--- src/rtl/result_bcd_display_pkg.sv ---
// ---------------------------------------------------------------------------
// result_bcd_display_pkg
// Shared proc4 definitions for the result display path:
//   - FSM state encoding for the BCD converter (IDLE, CONV)
//   - 7-segment patterns for 0-9, minus and blank, active-high {g,f,e,d,c,b,a}
//   - digit indices for the multiplexed sign/tens/units display
// ---------------------------------------------------------------------------
package result_bcd_display_pkg;

    typedef enum logic {
        IDLE = 1'b0,
        CONV = 1'b1
    } state_t;

    // Five shifts are needed for a 5-bit magnitude; the count runs 0..4.
    localparam logic [2:0] SHIFT_LAST = 3'd4;

    localparam logic [1:0] DIGIT_UNITS = 2'd0;
    localparam logic [1:0] DIGIT_TENS  = 2'd1;
    localparam logic [1:0] DIGIT_SIGN  = 2'd2;

    localparam logic [6:0] SEG_BLANK = 7'b0000000;
    localparam logic [6:0] SEG_MINUS = 7'b1000000;

    // Active-high segment pattern for a decimal digit; non-decimal codes blank.
    function automatic logic [6:0] seg7_pattern(input logic [3:0] digit);
        logic [6:0] pattern;
        case (digit)
            4'd0:    pattern = 7'b0111111;
            4'd1:    pattern = 7'b0000110;
            4'd2:    pattern = 7'b1011011;
            4'd3:    pattern = 7'b1001111;
            4'd4:    pattern = 7'b1100110;
            4'd5:    pattern = 7'b1101101;
            4'd6:    pattern = 7'b1111101;
            4'd7:    pattern = 7'b0000111;
            4'd8:    pattern = 7'b1111111;
            4'd9:    pattern = 7'b1101111;
            default: pattern = SEG_BLANK;
        endcase
        return pattern;
    endfunction

endpackage

--- src/rtl/result_bcd_display_bcd_to_seg7.sv ---
// ---------------------------------------------------------------------------
// bcd_to_seg7
// Combinational BCD digit to active-high 7-segment pattern decoder.
// Ports:
//   digit    in   4  BCD digit 0..9
//   blank    in   1  force all segments off
//   pattern  out  7  segments {g,f,e,d,c,b,a}, active-high
// ---------------------------------------------------------------------------
module bcd_to_seg7
    import result_bcd_display_pkg::*;
(
    input  logic [3:0] digit,
    input  logic       blank,
    output logic [6:0] pattern
);

    always_comb begin
        pattern = seg7_pattern(digit);
        if (blank) begin
            pattern = SEG_BLANK;
        end
    end

endmodule

--- src/rtl/result_bcd_display.sv ---
// ---------------------------------------------------------------------------
// result_bcd_display
// Captures a sign-magnitude ALU result, converts the 5-bit magnitude to two
// BCD digits by sequential double-dabble (one shift per clock) and drives a
// 3-digit multiplexed 7-segment display (sign, tens, units).
// Ports:
//   clk        in   1  system clock, posedge
//   rst        in   1  synchronous reset, active-high
//   in_valid   in   1  result present on in_sign/in_mag
//   in_ready   out  1  idle; result accepted when in_valid & in_ready
//   in_sign    in   1  result sign (1 = negative)
//   in_mag     in   5  result magnitude 0..31
//   done       out  1  one-cycle pulse: new bcd/neg values valid
//   neg        out  1  registered display sign
//   bcd_tens   out  4  registered tens digit
//   bcd_units  out  4  registered units digit
//   seg        out  7  segments {g,f,e,d,c,b,a} of the active digit
//   an         out  3  one-hot digit enables: [0]=units [1]=tens [2]=sign
// ---------------------------------------------------------------------------
module result_bcd_display
    import result_bcd_display_pkg::*;
#(
    parameter int REFRESH_BITS   = 16,
    parameter bit SEG_ACTIVE_LOW = 1'b1,
    parameter bit BLANK_LZ       = 1'b1
) (
    input  logic       clk,
    input  logic       rst,
    input  logic       in_valid,
    output logic       in_ready,
    input  logic       in_sign,
    input  logic [4:0] in_mag,
    output logic       done,
    output logic       neg,
    output logic [3:0] bcd_tens,
    output logic [3:0] bcd_units,
    output logic [6:0] seg,
    output logic [2:0] an
);

    state_t                  state;
    state_t                  state_nxt;
    logic                    accept;
    logic                    last_shift;

    logic [4:0]              mag_sr;
    logic [7:0]              scratch;
    logic [7:0]              scratch_adj;
    logic [12:0]             shifted;
    logic [2:0]              shift_cnt;
    logic                    sign_l;

    logic [REFRESH_BITS-1:0] refresh_cnt;
    logic [1:0]              digit_idx;
    logic [3:0]              dec_digit;
    logic                    dec_blank;
    logic [6:0]              dec_pattern;
    logic [6:0]              seg_hi;
    logic [2:0]              an_hi;

    assign accept     = in_valid && (state == IDLE);
    assign last_shift = (state == CONV) && (shift_cnt == SHIFT_LAST);

    always_ff @(posedge clk) begin
        if (rst) begin
            state <= IDLE;
        end else begin
            state <= state_nxt;
        end
    end

    always_comb begin
        state_nxt = state;
        in_ready  = 1'b0;
        case (state)
            IDLE: begin
                in_ready = 1'b1;
                if (in_valid) begin
                    state_nxt = CONV;
                end
            end
            CONV: begin
                if (last_shift) begin
                    state_nxt = IDLE;
                end
            end
            default: state_nxt = IDLE;
        endcase
    end

    // Double-dabble step: correct each BCD nibble before it is doubled, then
    // shift the whole {bcd, magnitude} word left by one.
    always_comb begin
        scratch_adj = scratch;
        if (scratch[3:0] >= 4'd5) begin
            scratch_adj[3:0] = scratch[3:0] + 4'd3;
        end
        if (scratch[7:4] >= 4'd5) begin
            scratch_adj[7:4] = scratch[7:4] + 4'd3;
        end
        shifted = {scratch_adj, mag_sr} << 1;
    end

    // The visible bcd/neg registers only change on the final shift, so the
    // display never shows a half-converted value.
    always_ff @(posedge clk) begin
        if (rst) begin
            mag_sr    <= '0;
            scratch   <= '0;
            shift_cnt <= '0;
            sign_l    <= 1'b0;
            done      <= 1'b0;
            neg       <= 1'b0;
            bcd_tens  <= '0;
            bcd_units <= '0;
        end else begin
            done <= 1'b0;
            if (accept) begin
                mag_sr    <= in_mag;
                scratch   <= '0;
                shift_cnt <= '0;
                // Negative zero is shown without a minus sign.
                sign_l    <= in_sign && (in_mag != 5'd0);
            end else if (state == CONV) begin
                {scratch, mag_sr} <= shifted;
                shift_cnt         <= shift_cnt + 3'd1;
                if (last_shift) begin
                    bcd_tens  <= shifted[12:9];
                    bcd_units <= shifted[8:5];
                    neg       <= sign_l;
                    done      <= 1'b1;
                end
            end
        end
    end

    always_ff @(posedge clk) begin
        if (rst) begin
            refresh_cnt <= '0;
            digit_idx   <= DIGIT_UNITS;
        end else begin
            refresh_cnt <= refresh_cnt + REFRESH_BITS'(1);
            if (&refresh_cnt) begin
                digit_idx <= (digit_idx == DIGIT_SIGN) ? DIGIT_UNITS : digit_idx + 2'd1;
            end
        end
    end

    always_comb begin
        dec_digit = bcd_units;
        dec_blank = 1'b0;
        an_hi     = 3'b001;
        case (digit_idx)
            DIGIT_TENS: begin
                dec_digit = bcd_tens;
                dec_blank = BLANK_LZ && (bcd_tens == 4'd0);
                an_hi     = 3'b010;
            end
            DIGIT_SIGN: begin
                an_hi     = 3'b100;
            end
            default: begin
                dec_digit = bcd_units;
                an_hi     = 3'b001;
            end
        endcase
    end

    bcd_to_seg7 u_dec (
        .digit   (dec_digit),
        .blank   (dec_blank),
        .pattern (dec_pattern)
    );

    always_comb begin
        seg_hi = dec_pattern;
        if (digit_idx == DIGIT_SIGN) begin
            seg_hi = neg ? SEG_MINUS : SEG_BLANK;
        end
    end

    // Polarity is applied only here; everything upstream is active-high.
    always_ff @(posedge clk) begin
        if (rst) begin
            seg <= {7{SEG_ACTIVE_LOW}} ^ seg7_pattern(4'd0);
            an  <= {3{SEG_ACTIVE_LOW}} ^ 3'b001;
        end else begin
            seg <= {7{SEG_ACTIVE_LOW}} ^ seg_hi;
            an  <= {3{SEG_ACTIVE_LOW}} ^ an_hi;
        end
    end

endmodule
--- config.mk ---
export PLATFORM = sky130hd
export DESIGN_NAME = result_bcd_display
export DESIGN_NICKNAME = d
export VERILOG_FILES = /design/src/rtl/result_bcd_display_pkg.sv /design/src/rtl/result_bcd_display_bcd_to_seg7.sv /design/src/rtl/result_bcd_display.sv
export SDC_FILE = /design/constraint.sdc
export NUM_CORES = 1
export LEC_CHECK = 0
export ABC_AREA = 1
export BUFFER_PORTS_ARGS = -buffer_cell sky130_fd_sc_hd__clkbuf_2
export CAP_MARGIN = 30
export CORE_MARGIN = 4
export CORE_UTILIZATION = 30
export CTS_CLUSTER_DIAMETER = 100
export DETAILED_ROUTE_END_ITERATION = 7
export GPL_TIMING_DRIVEN = 0
export PLACE_DENSITY_LB_ADDON = 0.25
export SLEW_MARGIN = 40
export SYNTH_ARGS = -nofsm -noshare
export SYNTH_HDL_FRONTEND = slang
export SYNTH_SLANG_ARGS = --single-unit
--- constraint.sdc ---
create_clock -name clk -period 4 [get_ports clk]
set_clock_uncertainty 0.15 [all_clocks]
set_input_delay 0.2 -clock clk [delete_from_list [all_inputs] [get_ports clk]]
set_output_delay 0.2 -clock clk [all_outputs]
set_load 0.01 [all_outputs]
Word level (Yosys, flattened, before mapping)
Memories as Yosys holds them, arrays and structs flattened.
Index checks and enable logic that the tools add are counted.
{"block": "word_totals", "output_inout_bits": 21, "wordCells": 54, "mem_count": 1, "in_bits": 9, "mem_bits_ro": 112, "ff_bits": 56}
{"memory": "(no name shown)", "words": 16, "width": 7, "rd": 1, "rd_clocked_by_memory_dff": 0, "wr": 0, "line_no": "result_bcd_display_pkg.sv:28", "rtl": "case (digit)"}
{"block": "classes", "reduce_logical": 10, "n_addsub": 5, "order_cmp": 2, "n_mux": 16, "n_eq_ne": 3, "bitwise_logic": 4}
{"cell": "7-bit two-way mux", "n": 3}
{"cell": "16-bit by 1-bit adder with 16-bit output, second input constant", "n": 1}
{"cell": "16-bit AND reduction", "n": 1}
{"cell": "5-bit two-way mux", "n": 2}
{"cell": "4-bit by 3-bit >= comparator with 1-bit output, second input constant", "n": 2}
{"cell": "4-bit two-way mux", "n": 2}
{"cell": "7-bit inverter", "n": 1}
{"cell": "3-bit case mux with 2 select lines", "n": 1}
{"cell": "1-bit two-way mux", "n": 5}
{"cell": "5-bit nonzero test", "n": 1}
{"cell": "4-bit by 2-bit adder with 4-bit output, second input constant", "n": 1}
{"cell": "4-bit logical NOT", "n": 1}
{"cell": "3-bit by 1-bit adder with 3-bit output, second input constant", "n": 1}
{"cell": "3-bit by 2-bit adder with 3-bit output, second input constant", "n": 1}
{"cell": "3-bit equality test, second input constant", "n": 1}
{"cell": "1-bit logical AND", "n": 3}
{"cell": "3-bit two-way mux", "n": 1}
{"cell": "3-bit inverter", "n": 1}
{"cell": "3-bit AND reduction", "n": 1}
{"cell": "3-bit OR reduction", "n": 1}
{"cell": "2-bit by 1-bit adder with 2-bit output, second input constant", "n": 1}
{"cell": "2-bit by 1-bit equality test with 1-bit output, second input constant", "n": 1}
{"cell": "2-bit equality test, second input constant", "n": 1}
{"cell": "2-bit two-way mux", "n": 1}
{"cell": "other kinds (4)", "n": 5}

Depth between registers and ports, before layout
Gate-level depths: netlist of run 1.
An unclocked memory read counts as a cell.
{"block": "depth", "ltp_word": 6, "depth_mapped": 13, "mapped_depth_nobuf": 13}

Hierarchy
From an unflattened synthesis of run 1, not the netlist that was laid out.
{"block": "unflattened", "cells_unflattened": 388, "area_unflattened_um2": 2783.9}
{"module": "result_bcd_display", "instances": 1, "area_each_um2": 2593.7, "seq_area_each_um2": 1121.1, "cells_each": 352}
{"module": "bcd_to_seg7", "instances": 1, "area_each_um2": 190.2, "seq_area_each_um2": 0.0, "cells_each": 36}

Worst setup path after synthesis of run 1
No wires, ideal clock.
{"block": "synth_path", "path_kind": "reg2reg", "start": "register digit_idx[1]", "end": "register seg[0]", "t_arrival_ns": 1.834, "t_required_ns": 3.741, "setup_ns": 0.109, "slack_ns": 1.907, "stages_incl_launch_ff": 12, "cell_sequence": "dfxtp_1 inv_1 ha_1 buf_6 o21ai_0 inv_1 ha_1 nand3b_1 nand3_1 nand3_1 nand2_1 inv_1"}
{"block": "synth_between", "elab_chain_len": 6, "word_cells_on_any_way": 8, "classes_between": "eq/ne (2); mux (4); bitwise (1); memory (1)"}
{"item": "start, declared", "line_no": "result_bcd_display.sv:54", "rtl": "logic [1:0] digit_idx;"}
{"item": "start signal, assigned", "line_no": "result_bcd_display.sv:144", "rtl": "digit_idx <= (digit_idx == DIGIT_SIGN) ? DIGIT_UNITS : digit_idx + 2'd1;"}
{"item": "2-bit by 1-bit equality test with 1-bit output", "line_no": "result_bcd_display.sv:153", "rtl": "case (digit_idx)"}
{"item": "4-bit two-way mux", "line_no": "result_bcd_display.sv:153"}
{"item": "memory read 16 x 7 bit"}
{"item": "7-bit two-way mux", "line_no": "result_bcd_display_bcd_to_seg7.sv:19", "rtl": "if (blank) begin"}
{"item": "7-bit two-way mux (*)", "line_no": "result_bcd_display.sv:177", "rtl": "if (digit_idx == DIGIT_SIGN) begin"}
{"item": "7-bit inverter (no source line) (*)"}
{"item": "end signal, assigned", "line_no": "result_bcd_display.sv:185", "rtl": "seg <= {7{SEG_ACTIVE_LOW}} ^ seg7_pattern(4'd0);"}
{"item": "end signal, assigned", "line_no": "result_bcd_display.sv:188", "rtl": "seg <= {7{SEG_ACTIVE_LOW}} ^ seg_hi;"}
{"item": "end, declared", "line_no": "result_bcd_display.sv:37", "rtl": "output logic [6:0] seg,"}
Every way passes the cells marked *; elsewhere a longest branch is shown, timed or not.
A chain may end at the register's enable or synchronous reset.

Worst setup path after layout of run 1
Same ends and word-level chain as after synthesis.

==> insert_results.sql, run 1 <==
INSERT INTO impl_metrics (metric_group, metric, value, unit) VALUES
('critical_path', 'setup.worst_path.class', 'flop to flop', ''),
('clock_network', 'clk_latency', '0.31', 'ns'),
('floorplanning', 'core.rowCount', '34', ''),
('power_and_ir_drop', 'power.static_leakage', '0.00149', 'uW'),
('route', 'wl_per_cell', '10.7', 'um'),
('global_routing', 'first_global_vias', '2343', ''),
('floorplanning', 'design.die.area', '10900', 'um2'),
('cells_and_area', 'finalNonFillerCells', '542', ''),
('sta', 'slew_headroom', '53.3', '%'),
('critical_path', 'worstPathMaxFanout', '10', ''),
('critical_path', 'r2r.worst_path.cells', '11', ''),
('critical_path', 'cp_data_arrival_time', '2.58', 'ns'),
('critical_path', 'start_of_the_worst_register_to_register_path', 'digit_idx[1]', ''),
('outcome', 'outcome', 'finished with violations', ''),
('sta', 'finalMaxSlewViolations', '0', ''),
('clock_network', 'cts_tree', 'yes', ''),
('critical_path', 'setup.worst_path.end_class', 'flop', ''),
('sta', 'setup_viol_count_final', '0', ''),
('route', 'drt_iter0_markers', '52', ''),
('worst_hold_path', 'worst_hold_startpoint', 'rst', ''),
('placed_design', 'numPlacedInstances', '534', ''),
('logic_synthesis', 'netlist_area', '2790', 'um2'),
('cells_and_area', 'register_area', '1120', 'um2'),
('critical_path', 'worst-endpoint-required', '4.07', 'ns'),
('cells_and_area', 'n_antenna_cell', '0', ''),
('logic_synthesis', 'post-synth-top-area-cell', 'dfxtp_1', ''),
('floorplanning', 'design.portCount', '30', ''),
('placed_design', 'port_buffers', '28', ''),
('logic_synthesis', 'synth.ff_latch_count', '56', ''),
('logic_synthesis', 'synth_instances', '398', ''),
('cells_and_area', 'areaGrowthSynthToFinish', '13.9', '%'),
('sta', 'max_freq', '0.399', 'GHz'),
('route', 'route.vias.total', '2423', ''),
('clock_network', 'cts_inserted_buffers', '5', ''),
('clock_network', 'ctsLongestPathBuffers', '2', ''),
('power_and_ir_drop', 'ir_drop', '0.168', 'mV'),
('placed_design', 'dpl.hpwl', '4540', 'um'),
('global_routing', 'grt.total_usage', '11.2', '%'),
('floorplanning', 'chip_width', '104', 'um'),
('logic_synthesis', 'synth.top_cell.area_share', '40.2', '%'),
('clock_network', 'postCtsSetupRepairBufs', '0', ''),
('floorplanning', 'core_outline_area', '8890', 'um2'),
('floorplanning', 'die_height', '104', 'um'),
('clock_network', 'cts-root-buf', 'clkbuf_8', ''),
('outcome', 'failing_checks', 'negative hold slack', ''),
('power_and_ir_drop', 'pwr_density_cell', '326', 'nW/um2'),
('logic_synthesis', 'avgSynthCellArea', '7.00', 'um2'),
('global_routing', 'global_route_wire_length_before_repair', '10300', 'um'),
('logic_synthesis', 'leading_post_synthesis_cells_by_cell_area', 'dfxtp_1, nand2_1, inv_1, ha_1, nand3_1', ''),
('sta', 'timing.final.hold_violations', '1', ''),
('worst_hold_path', 'hold_path_depth', '2', ''),
('worst_hold_path', 'worstHoldEndpoint', 'seg[4]', ''),
('cells_and_area', 'drive_gt1_share', '12.9', '%'),
('placed_design', 'place_congestion', '0.827', ''),
('critical_path', 'crit_start_category', 'flop', ''),
('critical_path', 'setup.reg_to_reg.worst_slack', '1.49', 'ns'),
('job', 'max-cap-violations', '0', ''),
('cells_and_area', 'num-nets-final', '459', ''),
('sta', 'rsz0062_at_grt', 'false', ''),
('logic_synthesis', 'yosysSeqAreaShare', '40.2', '%'),
('sta', 'max_slew.worst_pin.slew', '0.693', 'ns'),
('sta', 'timing.final.crit_share', '62.7', '%'),
('clock_network', 'cts.reportedPaths.clkPinSlew', '0.11', 'ns'),
('sta', 'hold_slack', '-0.000317', 'ns'),
('clock_network', 'htree_num_levels', '2', ''),
('clock_network', 'cts_hold_repair.buffers', '0', ''),
('route', 'vias_per_cell', '4.47', ''),
('global_routing', 'antenna_found_initial', '0', ''),
('floorplanning', 'start_util', '31.3', '%'),
('route', 'drt_pre_antenna_iters', '4', ''),
('route', 'route.final.wire_length', '5790', 'um');
state kept, by name, indices dropped and copies added, names as in the netlist, 2 cells and up:
register,count
refresh_cnt,16
scratch,8
seg,7
mag_sr,5
bcd_tens,4
bcd_units,4
an,3
shift_cnt,3
digit_idx,2
metrics by stage:
| step | hold slack [ns] | utilization (%) | area (um2) | setup slack, ns | power, uW |
|---|---|---|---|---|---|
| 2_1_floorplan | 0.216 | - | 2790 | 1.91 | 645 |
| 3_3_place_gp | 0.294 | 34.4 | 3060 | 1.56 | 667 |
| 3_5_place_dp | 0.310 | 34.4 | 3060 | 1.52 | 668 |
| 4_1_cts | 0.000812 | 35.7 | 3170 | 1.51 | 1050 |
| 5_1_grt | 0.0189 | 35.7 | 3170 | 1.27 | 1080 |
| 6_report | -0.000317 | 35.7 | 3170 | 1.49 | 1030 |
report_power, final:
group	internal (uW)	switching, uW
Clock	190	191
Combinational	27.2	48.6
Sequential	569	8.48
Total	786	249
final cells by class:
type / instances / share of cell area, %
clock buffer: 6 / 2.29
clock inverter: 2 / 1.22
sequential: 56 / 35.3
inverter: 70 / 8.28
tap: 108 / 4.26
buffer: 9 / 1.93
timing repair buffer: 28 / 4.42
multi-input combinational: 263 / 42.3
routing by layer:
| layer | share of wire (%) | GRT usage, % |
|---|---|---|
| met2 | 46 | 19.5 |
| met1 | 49 | 14.1 |
| met3 | 3.4 | 2.30 |
| met5 | 0 | 0 |
| met4 | 1.0 | 2.75 |
logic make-up (layout without fill, tap and decap cells):
kind of cell / count (synthesis) / after routing / synth area share [%]
simple gates: 185 / 185 / 28.6
flops: 56 / 56 / 40.2
compound gates: 59 / 59 / 11.2
buf+inv: 79 / 115 / 11.6
xor+xnor: 2 / 2 / 0.629
fa+ha+maj: 17 / 17 / 7.63
worst max path at each step:
stage,from,end,depth (start not counted)
floorplan,digit_idx[1],seg[0],11
global placement,digit_idx[1],seg[3],11
detailed placement,digit_idx[1],seg[3],11
global route,digit_idx[1],seg[3],11
finish,digit_idx[1],seg[0],11
CTS,digit_idx[1],seg[3],11
cells in the mapped netlist:
library cell / count
a21oi_1: 24
a31o_2: 1
and3_1: 1
buf_2: 4
buf_4: 2
buf_6: 2
clkbuf_1: 1
dfxtp_1: 56
ha_1: 17
inv_1: 68
inv_2: 2
nand2_1: 96
nand2_2: 4
nand3_1: 40
nand3_2: 1
nand3b_1: 1
nand4_1: 3
nor2_1: 35
nor2_2: 1
nor2_4: 2
nor3_2: 1
o21a_1: 2
o21ai_0: 25
o21ai_1: 2
o21ai_2: 1
o22ai_1: 4
xnor2_1: 1
xor2_1: 1
critical path: stages (launching register included):
cell and delay [ns]:
dfxtp_1 0.40, inv_1 0.10, ha_1 0.25, buf_6 0.16
o21ai_0 0.55, inv_1 0.16, ha_1 0.23, nand3b_1 0.17
nand3_1 0.09, nand3_1 0.06, nand2_1 0.06, inv_1 0.03
layout by cell type (no fill, tap or decap), types with 3 or more instances in the layout:
| cell | netlist | layout |
|---|---|---|
| nand2_1 | 96 | 96 |
| inv_1 | 68 | 68 |
| dfxtp_1 | 56 | 56 |
| nand3_1 | 40 | 40 |
| nor2_1 | 35 | 35 |
| clkbuf_2 | 0 | 28 |
| o21ai_0 | 25 | 25 |
| a21oi_1 | 24 | 24 |
| ha_1 | 17 | 17 |
| clkbuf_8 | 0 | 5 |
| nand2_2 | 4 | 4 |
| buf_2 | 4 | 4 |
| o22ai_1 | 4 | 4 |
| nand4_1 | 3 | 3 |
Note: power is estimated with default switching activity, not from simulation.
==> inputs of run 2 (changes only) <==
- ABC_AREA: 1 -> 0
- clock period: 4 -> 2.3 ns (I/O delays scaled with it)
==> run 2 against run 1 <==
  * The run now ends clean
  * Clock power grew 68%
  * Power is 68% higher
  * Hold slack improved by 0.035 ns
  * Largest cell class unchanged
  * Sequential share of layout area is 1.5 points higher
  * Maximum frequency up 15%
  * Register-to-register slack got worse by 1.4 ns
  * Highest routed layer unchanged
==> insert_results.sql, run 2 <==
INSERT INTO impl_metrics (metric_group, metric, value, unit) VALUES
('critical_path', 'cp_data_arrival_time', '2.21', 'ns'),
('outcome', 'outcome', 'finished clean', ''),
('cells_and_area', 'top_regs', 'refresh_cnt x16, scratch x8, seg x7', ''),
('sta', 'final.setup.worst_slack', '0.112', 'ns'),
('logic_synthesis', 'post-synth-top-area-cell', 'dfxtp_1', ''),
('logic_synthesis', 'synth.yosys.warnings', '0', ''),
('job', 'max-cap-violations', '0', ''),
('global_routing', 'global_route_wire_length_before_repair', '9570', 'um'),
('cells_and_area', 'largest_register', 'refresh_cnt', ''),
('logic_synthesis', 'number_of_distinct_standard_cells_referenced_by_the_synthesized_netlist', '40', ''),
('route', 'route.vias.total', '2102', ''),
('route', 'detail-route-antenna-nets', '0', ''),
('placed_design', 'port_buffers', '28', ''),
('critical_path', 'setup.worst_path.end_class', 'flop', ''),
('logic_synthesis', 'leading_post_synthesis_cells_by_cell_area', 'dfxtp_1, ha_1, a21oi_1, nand2_1, nor2_1', ''),
('floorplanning', 'core_outline_area', '8300', 'um2'),
('clock_network', 'htree_num_levels', '2', ''),
('placed_design', 'preCtsSetupSlack', '-0.205', 'ns'),
('logic_synthesis', 'synth_instances', '293', ''),
('clock_network', 'cts-root-buf', 'clkbuf_8', ''),
('global_routing', 'globalRouteMet3Util', '1.87', '%'),
('critical_path', 'worst-endpoint-required', '2.32', 'ns'),
('cells_and_area', 'num-nets-final', '359', ''),
('sta', 'max_freq', '0.457', 'GHz'),
('logic_synthesis', 'synth.top_cell.area_share', '43.4', '%'),
('floorplanning', 'core.rowCount', '33', ''),
('global_routing', 'gr-total-overflow', '0', ''),
('sta', 'rsz0062_at_grt', 'false', ''),
('logic_synthesis', 'number_of_flops_mapped_to_enable_cells_by_yosys', '0', ''),
('logic_synthesis', 'avgSynthCellArea', '8.81', 'um2'),
('floorplanning', 'start_util', '31.1', '%'),
('critical_path', 'setup.reg_to_reg.worst_slack', '0.11', 'ns'),
('cells_and_area', 'final_common_cell', 'dfxtp_1', ''),
('critical_path', 'setup.worst_path.class', 'flop to flop', ''),
('placed_design', 'dpl.hpwl', '4100', 'um'),
('sta', 'finalMaxSlewViolations', '0', ''),
('clock_network', 'clk_latency', '0.31', 'ns'),
('route', 'vias_per_cell', '4.79', ''),
('floorplanning', 'die_height', '101', 'um'),
('sta', 'slew_headroom', '63.4', '%'),
('placed_design', 'place_congestion', '0.784', ''),
('global_routing', 'grt.busiest_layer', 'met2', ''),
('floorplanning', 'chip_width', '101', 'um'),
('cells_and_area', 'largest_reg_flops', '16', ''),
('logic_synthesis', 'postSynth.asyncResetShare', '0', '%'),
('clock_network', 'cts_sinks', '56', ''),
('global_routing', 'antenna_found_initial', '0', ''),
('floorplanning', 'design.die.area', '10200', 'um2'),
('sta', 'finalWorstPathRequiredPeriod', '2.19', 'ns'),
('logic_synthesis', 'yosysSeqAreaShare', '43.4', '%'),
('logic_synthesis', 'commonest_register_cell_after_synthesis', 'dfxtp_1', ''),
('power_and_ir_drop', 'ir_drop', '0.274', 'mV'),
('power_and_ir_drop', 'power.static_leakage', '0.00117', 'uW'),
('critical_path', 'crit_start_category', 'flop', ''),
('cells_and_area', 'final_cell_mix', 'dfxtp_1, nand2_1, nor2_1, clkbuf_2, a21oi_1', ''),
('clock_network', 'cts.reportedPaths.clkPinSlew', '0.10', 'ns'),
('clock_network', 'cts_inserted_buffers', '5', ''),
('route', 'drt_pre_antenna_iters', '4', ''),
('power_and_ir_drop', 'pwr_density_cell', '570', 'nW/um2'),
('global_routing', 'largest_net_degree_at_the_start_of_global_routing', '17', ''),
('power_and_ir_drop', 'fin_total_pwr', '1740', 'uW'),
('sta', 'timing.final.crit_share', '95.1', '%'),
('logic_synthesis', 'synth.ff_latch_count', '56', ''),
('logic_synthesis', 'synth_fp_nets', '319', ''),
('route', 'post-route-drc-count', '0', ''),
('sta', 'hold_slack', '0.0345', 'ns'),
('cells_and_area', 'num-fill-cells', '856', ''),
('cells_and_area', 'final_design_instance_area_without_fill', '3050', 'um2'),
('cells_and_area', 'areaGrowthSynthToFinish', '18.0', '%'),
('sta', 'max_slew.worst_pin.slew', '0.544', 'ns'),
('global_routing', 'groute.layer.met1.usage', '15.2', '%'),
('floorplanning', 'design.portCount', '30', ''),
('route', 'drt_iter0_markers', '71', ''),
('global_routing', 'met2_resource_use_gr', '18.7', '%'),
('global_routing', 'first_global_vias', '2047', ''),
('cells_and_area', 'n_antenna_cell', '0', ''),
('cells_and_area', 'drive_gt1_share', '17.7', '%'),
('cells_and_area', 'utilization', '36.7', '%'),
('route', 'wl_per_cell', '12.8', 'um'),
('clock_network', 'cts_tree', 'yes', ''),
('worst_hold_path', 'worst_hold_path_class', 'input port to flop', ''),
('clock_network', 'ctsLongestPathBuffers', '2', ''),
('global_routing', 'grt.total_usage', '11.6', '%'),
('sta', 'timing.final.hold_violations', '0', ''),
('sta', 'setup_viol_count_final', '0', ''),
('placed_design', 'place_area', '2870', 'um2'),
('critical_path', 'worstPathMaxFanout', '4', ''),
('route', 'route.final.wire_length', '5610', 'um'),
('logic_synthesis', 'synthMostInstantiatedCell', 'dfxtp_1', ''),
('logic_synthesis', 'post_synth_most_frequent_cells', 'dfxtp_1, nand2_1, nor2_1', ''),
('logic_synthesis', 'netlist_area', '2580', 'um2');
-- run 2: cell count changes after synthesis, sizes merged, moves of 5 or more --
cell | previous run | this run
buf | 8 | 3
nand2 | 100 | 30
o21ai | 28 | 13
mux2i | 0 | 10
clkbuf | 1 | 8
xnor2 | 1 | 9
nand2b | 0 | 6
nand3 | 41 | 9
mux2 | 0 | 6
o31ai | 0 | 5
inv | 70 | 17
nor2 | 38 | 29
-- run 2: worst paths after layout --
check                       from             end  cells past startpoint
setup / recovery    digit_idx[1]          seg[6]                      8
hold / removal         in_mag[1]       mag_sr[1]                      5
setup reg to reg    digit_idx[1]          seg[6]                      8
hold reg to reg   refresh_cnt[0]  refresh_cnt[0]                      1
-- run 2: critical path, stage by stage, from the launching register on --
cell and delay (ns):
dfxtp_2 0.36, inv_2 0.08, ha_4 0.19, mux2_4 0.34
ha_1 0.21, a211oi_1 0.23, a21oi_1 0.10, o31ai_1 0.27
a31oi_1 0.12
-- run 2: kinds of logic (layout without fill, tap and decap cells) --
kind of cell	count (synthesis)	after routing	synth area share (%)
xor gates and xnor gates	12	12	4.07
and+or+nand+nor	101	101	18.8
AOI/OAI and AO/OA	63	63	14.8
muxes	16	16	6.49
DFF	56	56	43.4
buffers and inverters	28	69	4.12
adders and majority gates	17	17	8.24
-- run 2: power breakdown --
group | internal, uW | total (uW) | switching [uW]
sequential | 984 | 996 | 11.8
clock | 324 | 640 | 316
combinational | 38.7 | 102 | 63.5
total | 1350 | 1740 | 391
-- run 2: cell type report --
type	instances	area (um2)	area share, %
tap	105	131	4.31
inverter	17	63.8	2.09
sequential	56	1120	36.9
multi-input combinational	209	1390	45.7
timing repair buffer	34	190	6.24
buffer	10	38.8	1.27
clock inverter	2	35.0	1.15
clock buffer	6	72.6	2.38
-- run 2: metrics by stage --
stage / setup TNS, ns / std cells
finish: 0 / 439
floorplan: 0 / 293
detailed placement: -0.670 / 426
CTS: 0 / 437
global route: 0 / 439
global placement: -0.541 / 426
-- run 2: timing repair --
| action | 4_1_cts | 5_1_grt |
|---|---|---|
| resized for setup | 5 | 3 |
| endpoints found under the setup margin | 5 | 2 |
| endpoints found under the hold margin | 2 | 0 |
| hold buffers | 2 | 0 |
| setup buffers | 2 | 2 |
-- run 2: per-layer routing --
| metal | wire length, um | part of all wire [%] | vias to the layer above |
|---|---|---|---|
| met5 | 0 | 0 | - |
| met4 | 113 | 2.0 | 0 |
| met3 | 198 | 3.5 | 9 |
| met2 | 2570 | 46 | 36 |
| met1 | 2720 | 49 | 962 |
| li1 | - | - | 1095 |
==> inputs of run 3 (changes only) <==
- SYNTH_HIERARCHICAL: default -> 1
- clock period: 2.3 -> 2.4 ns (I/O delays scaled with it)
==> run 3 against run 2 <==
  * Count of clock-buffer cells in the layout unchanged
  * Sequential power decreased by 4.0%
  * Global-route usage is 0.53 points lower
  * Combinational power is essentially flat
  * Power is 8.7% lower
  * Wire length fell by 2.9%
  * Die area is 2.9% higher
  * Via count fell by 1.6%
  * Worst setup slack better by 0.043 ns
  * Cell area up 0.90%
  * Critical endpoint unchanged
  * Highest routed layer unchanged
==> insert_results.sql, run 3 <==
INSERT INTO impl_metrics (metric_group, metric, value, unit) VALUES
('cells_and_area', 'largest_reg_flops', '16', ''),
('global_routing', 'largest_net_degree_at_the_start_of_global_routing', '17', ''),
('floorplanning', 'chip_width', '102', 'um'),
('sta', 'slew_headroom', '53.0', '%'),
('global_routing', 'global_route_wire_length_before_repair', '9180', 'um'),
('clock_network', 'ctsLongestPathBuffers', '2', ''),
('cells_and_area', 'n_antenna_cell', '0', ''),
('logic_synthesis', 'synthMostInstantiatedCell', 'dfxtp_1', ''),
('sta', 'final.setup.worst_slack', '0.155', 'ns'),
('cells_and_area', 'num-fill-cells', '939', ''),
('logic_synthesis', 'synth_instances', '292', ''),
('worst_hold_path', 'worst_hold_path_class', 'input port to flop', ''),
('clock_network', 'cts_sinks', '56', ''),
('route', 'vias_per_cell', '4.72', ''),
('route', 'route.final.wire_length', '5450', 'um'),
('cells_and_area', 'multiInputGateArea', '1450', 'um2'),
('cells_and_area', 'register_area', '1120', 'um2'),
('floorplanning', 'core.rowCount', '34', ''),
('critical_path', 'setup.worst_path.class', 'flop to flop', ''),
('global_routing', 'first_global_vias', '1934', ''),
('cells_and_area', 'final_cell_mix', 'dfxtp_1, nor2_1, clkbuf_2, a21oi_1, ha_1', ''),
('route', 'detail-route-antenna-nets', '0', ''),
('sta', 'max_slew.worst_pin.slew', '0.699', 'ns'),
('floorplanning', 'core_outline_area', '8680', 'um2'),
('clock_network', 'cts.reportedPaths.clkPinSlew', '0.10', 'ns'),
('sta', 'finalWorstPathRequiredPeriod', '2.24', 'ns'),
('cells_and_area', 'final_common_cell', 'dfxtp_1', ''),
('logic_synthesis', 'postSynth.asyncResetShare', '0', '%'),
('logic_synthesis', 'synth.yosys.warnings', '6', ''),
('sta', 'timing.final.hold_violations', '0', ''),
('cells_and_area', 'largest_register', 'refresh_cnt', ''),
('clock_network', 'clk_latency', '0.30', 'ns'),
('cells_and_area', 'top_regs', 'refresh_cnt x16, scratch x8, seg x7', ''),
('power_and_ir_drop', 'fin_total_pwr', '1590', 'uW'),
('logic_synthesis', 'commonest_register_cell_after_synthesis', 'dfxtp_1', ''),
('logic_synthesis', 'avgSynthCellArea', '9.12', 'um2'),
('critical_path', 'crit_start_category', 'flop', ''),
('clock_network', 'htree_num_levels', '2', ''),
('sta', 'setup_viol_count_final', '0', ''),
('critical_path', 'setup.worst_path.end_class', 'flop', ''),
('clock_network', 'cts_inserted_buffers', '5', ''),
('cells_and_area', 'drive_gt1_share', '16.4', '%'),
('power_and_ir_drop', 'ir_drop', '0.214', 'mV'),
('power_and_ir_drop', 'power.static_leakage', '0.00118', 'uW'),
('logic_synthesis', 'synth.ff_latch_count', '56', ''),
('placed_design', 'dpl.hpwl', '4050', 'um'),
('cells_and_area', 'utilization', '35.4', '%'),
('placed_design', 'place_congestion', '0.773', ''),
('sta', 'rsz0062_at_grt', 'false', ''),
('logic_synthesis', 'synth.top_cell.area_share', '42.1', '%'),
('cells_and_area', 'num-nets-final', '355', ''),
('route', 'wl_per_cell', '12.4', 'um'),
('logic_synthesis', 'post_synth_most_frequent_cells', 'dfxtp_1, nor2_1, a21oi_1', ''),
('logic_synthesis', 'number_of_flops_mapped_to_enable_cells_by_yosys', '0', ''),
('power_and_ir_drop', 'pwr_density_cell', '516', 'nW/um2'),
('floorplanning', 'design.portCount', '30', ''),
('cells_and_area', 'areaGrowthSynthToFinish', '15.5', '%'),
('sta', 'max_freq', '0.445', 'GHz'),
('sta', 'hold_slack', '0.0312', 'ns'),
('critical_path', 'worstPathMaxFanout', '9', ''),
('floorplanning', 'design.die.area', '10400', 'um2'),
('critical_path', 'cp_data_arrival_time', '2.30', 'ns'),
('logic_synthesis', 'number_of_distinct_standard_cells_referenced_by_the_synthesized_netlist', '47', ''),
('outcome', 'outcome', 'finished clean', ''),
('clock_network', 'cts_tree', 'yes', ''),
('floorplanning', 'start_util', '30.7', '%'),
('logic_synthesis', 'leading_post_synthesis_cells_by_cell_area', 'dfxtp_1, ha_1, mux2i_1, nor2_1, a21oi_1', ''),
('placed_design', 'port_buffers', '28', ''),
('logic_synthesis', 'yosysSeqAreaShare', '42.1', '%'),
('global_routing', 'gr-total-overflow', '0', ''),
('route', 'drt_pre_antenna_iters', '4', ''),
('global_routing', 'grt.total_usage', '11.1', '%'),
('route', 'post-route-drc-count', '0', ''),
('clock_network', 'cts-root-buf', 'clkbuf_8', ''),
('job', 'max-cap-violations', '0', ''),
('route', 'drt_iter0_markers', '47', ''),
('placed_design', 'preCtsSetupSlack', '-0.00761', 'ns'),
('global_routing', 'antenna_found_initial', '0', ''),
('logic_synthesis', 'post-synth-top-area-cell', 'dfxtp_1', ''),
('route', 'route.vias.total', '2068', ''),
('logic_synthesis', 'synth_fp_nets', '318', ''),
('sta', 'timing.final.crit_share', '93.5', '%'),
('sta', 'finalMaxSlewViolations', '0', ''),
('logic_synthesis', 'netlist_area', '2660', 'um2'),
('critical_path', 'worst-endpoint-required', '2.45', 'ns'),
('floorplanning', 'die_height', '102', 'um');
## run 3: layout make-up
type / instances / area share, %
buffer: 13 / 2.12
clock buffer: 6 / 2.69
multi-input combinational: 209 / 47.1
inverter: 14 / 1.71
timing repair buffer: 30 / 5.21
sequential: 56 / 36.5
tap: 108 / 4.39
clock inverter: 2 / 0.325
## run 3: repair_timing
| action | 4_1_cts | 5_1_grt |
|---|---|---|
| resized for setup | 1 | 2 |
| hold buffers | 2 | 0 |
| endpoints found under the hold margin | 2 | 0 |
| setup endpoints to repair | 1 | 1 |
| pin swaps | 0 | 0 |
| setup buffers | 0 | 0 |
## run 3: per-stage QoR
stage	area (um2)	TNS [ns]	cells
global placement	2940	-0.345	428
detailed placement	2950	-0.00761	428
CTS	3070	0	438
floorplan	2660	0	292
global route	3080	0	438
finish	3080	0	438
## run 3: cells by family after synthesis
| logic type | synth area share (%) |
|---|---|
| flops | 42.1 |
| fa+ha+maj | 7.99 |
| compound gates | 12.7 |
| simple gates | 20.9 |
| xor+xnor | 5.26 |
| mux | 6.58 |
| buf+inv | 4.42 |
## run 3: routing by layer
metal  track usage, %  part of all wire (%)  wire (um)
met3             2.66                   5.5        297
met1             15.1                    52       2810
met5                0                     0          0
met2             17.5                    42       2290
met4             3.03                  0.88         48
## run 3: critical path: stages (launching register included)
cell and delay (ns):
dfxtp_1 0.43, ha_4 0.21, mux2_2 0.35, buf_6 0.14, nand2b_4 0.14, or2_1 0.22
o22ai_1 0.16, mux2i_1 0.08, or2_2 0.26
## run 3: power breakdown
part           switching (uW)  internal (uW)  total, uW
combinational            63.4           39.0        102
sequential               12.3            943        956
clock                     297            231        529
## run 3: worst paths after layout
path	startpoint	end	slack, ns	cells past startpoint
hold reg to reg	refresh_cnt[0]	refresh_cnt[0]	0.31	1
hold / removal	rst	bcd_units[3]	0.03	3
setup reg to reg	digit_idx[0]	seg[6]	0.16	8
setup / recovery	digit_idx[0]	seg[6]	0.16	8
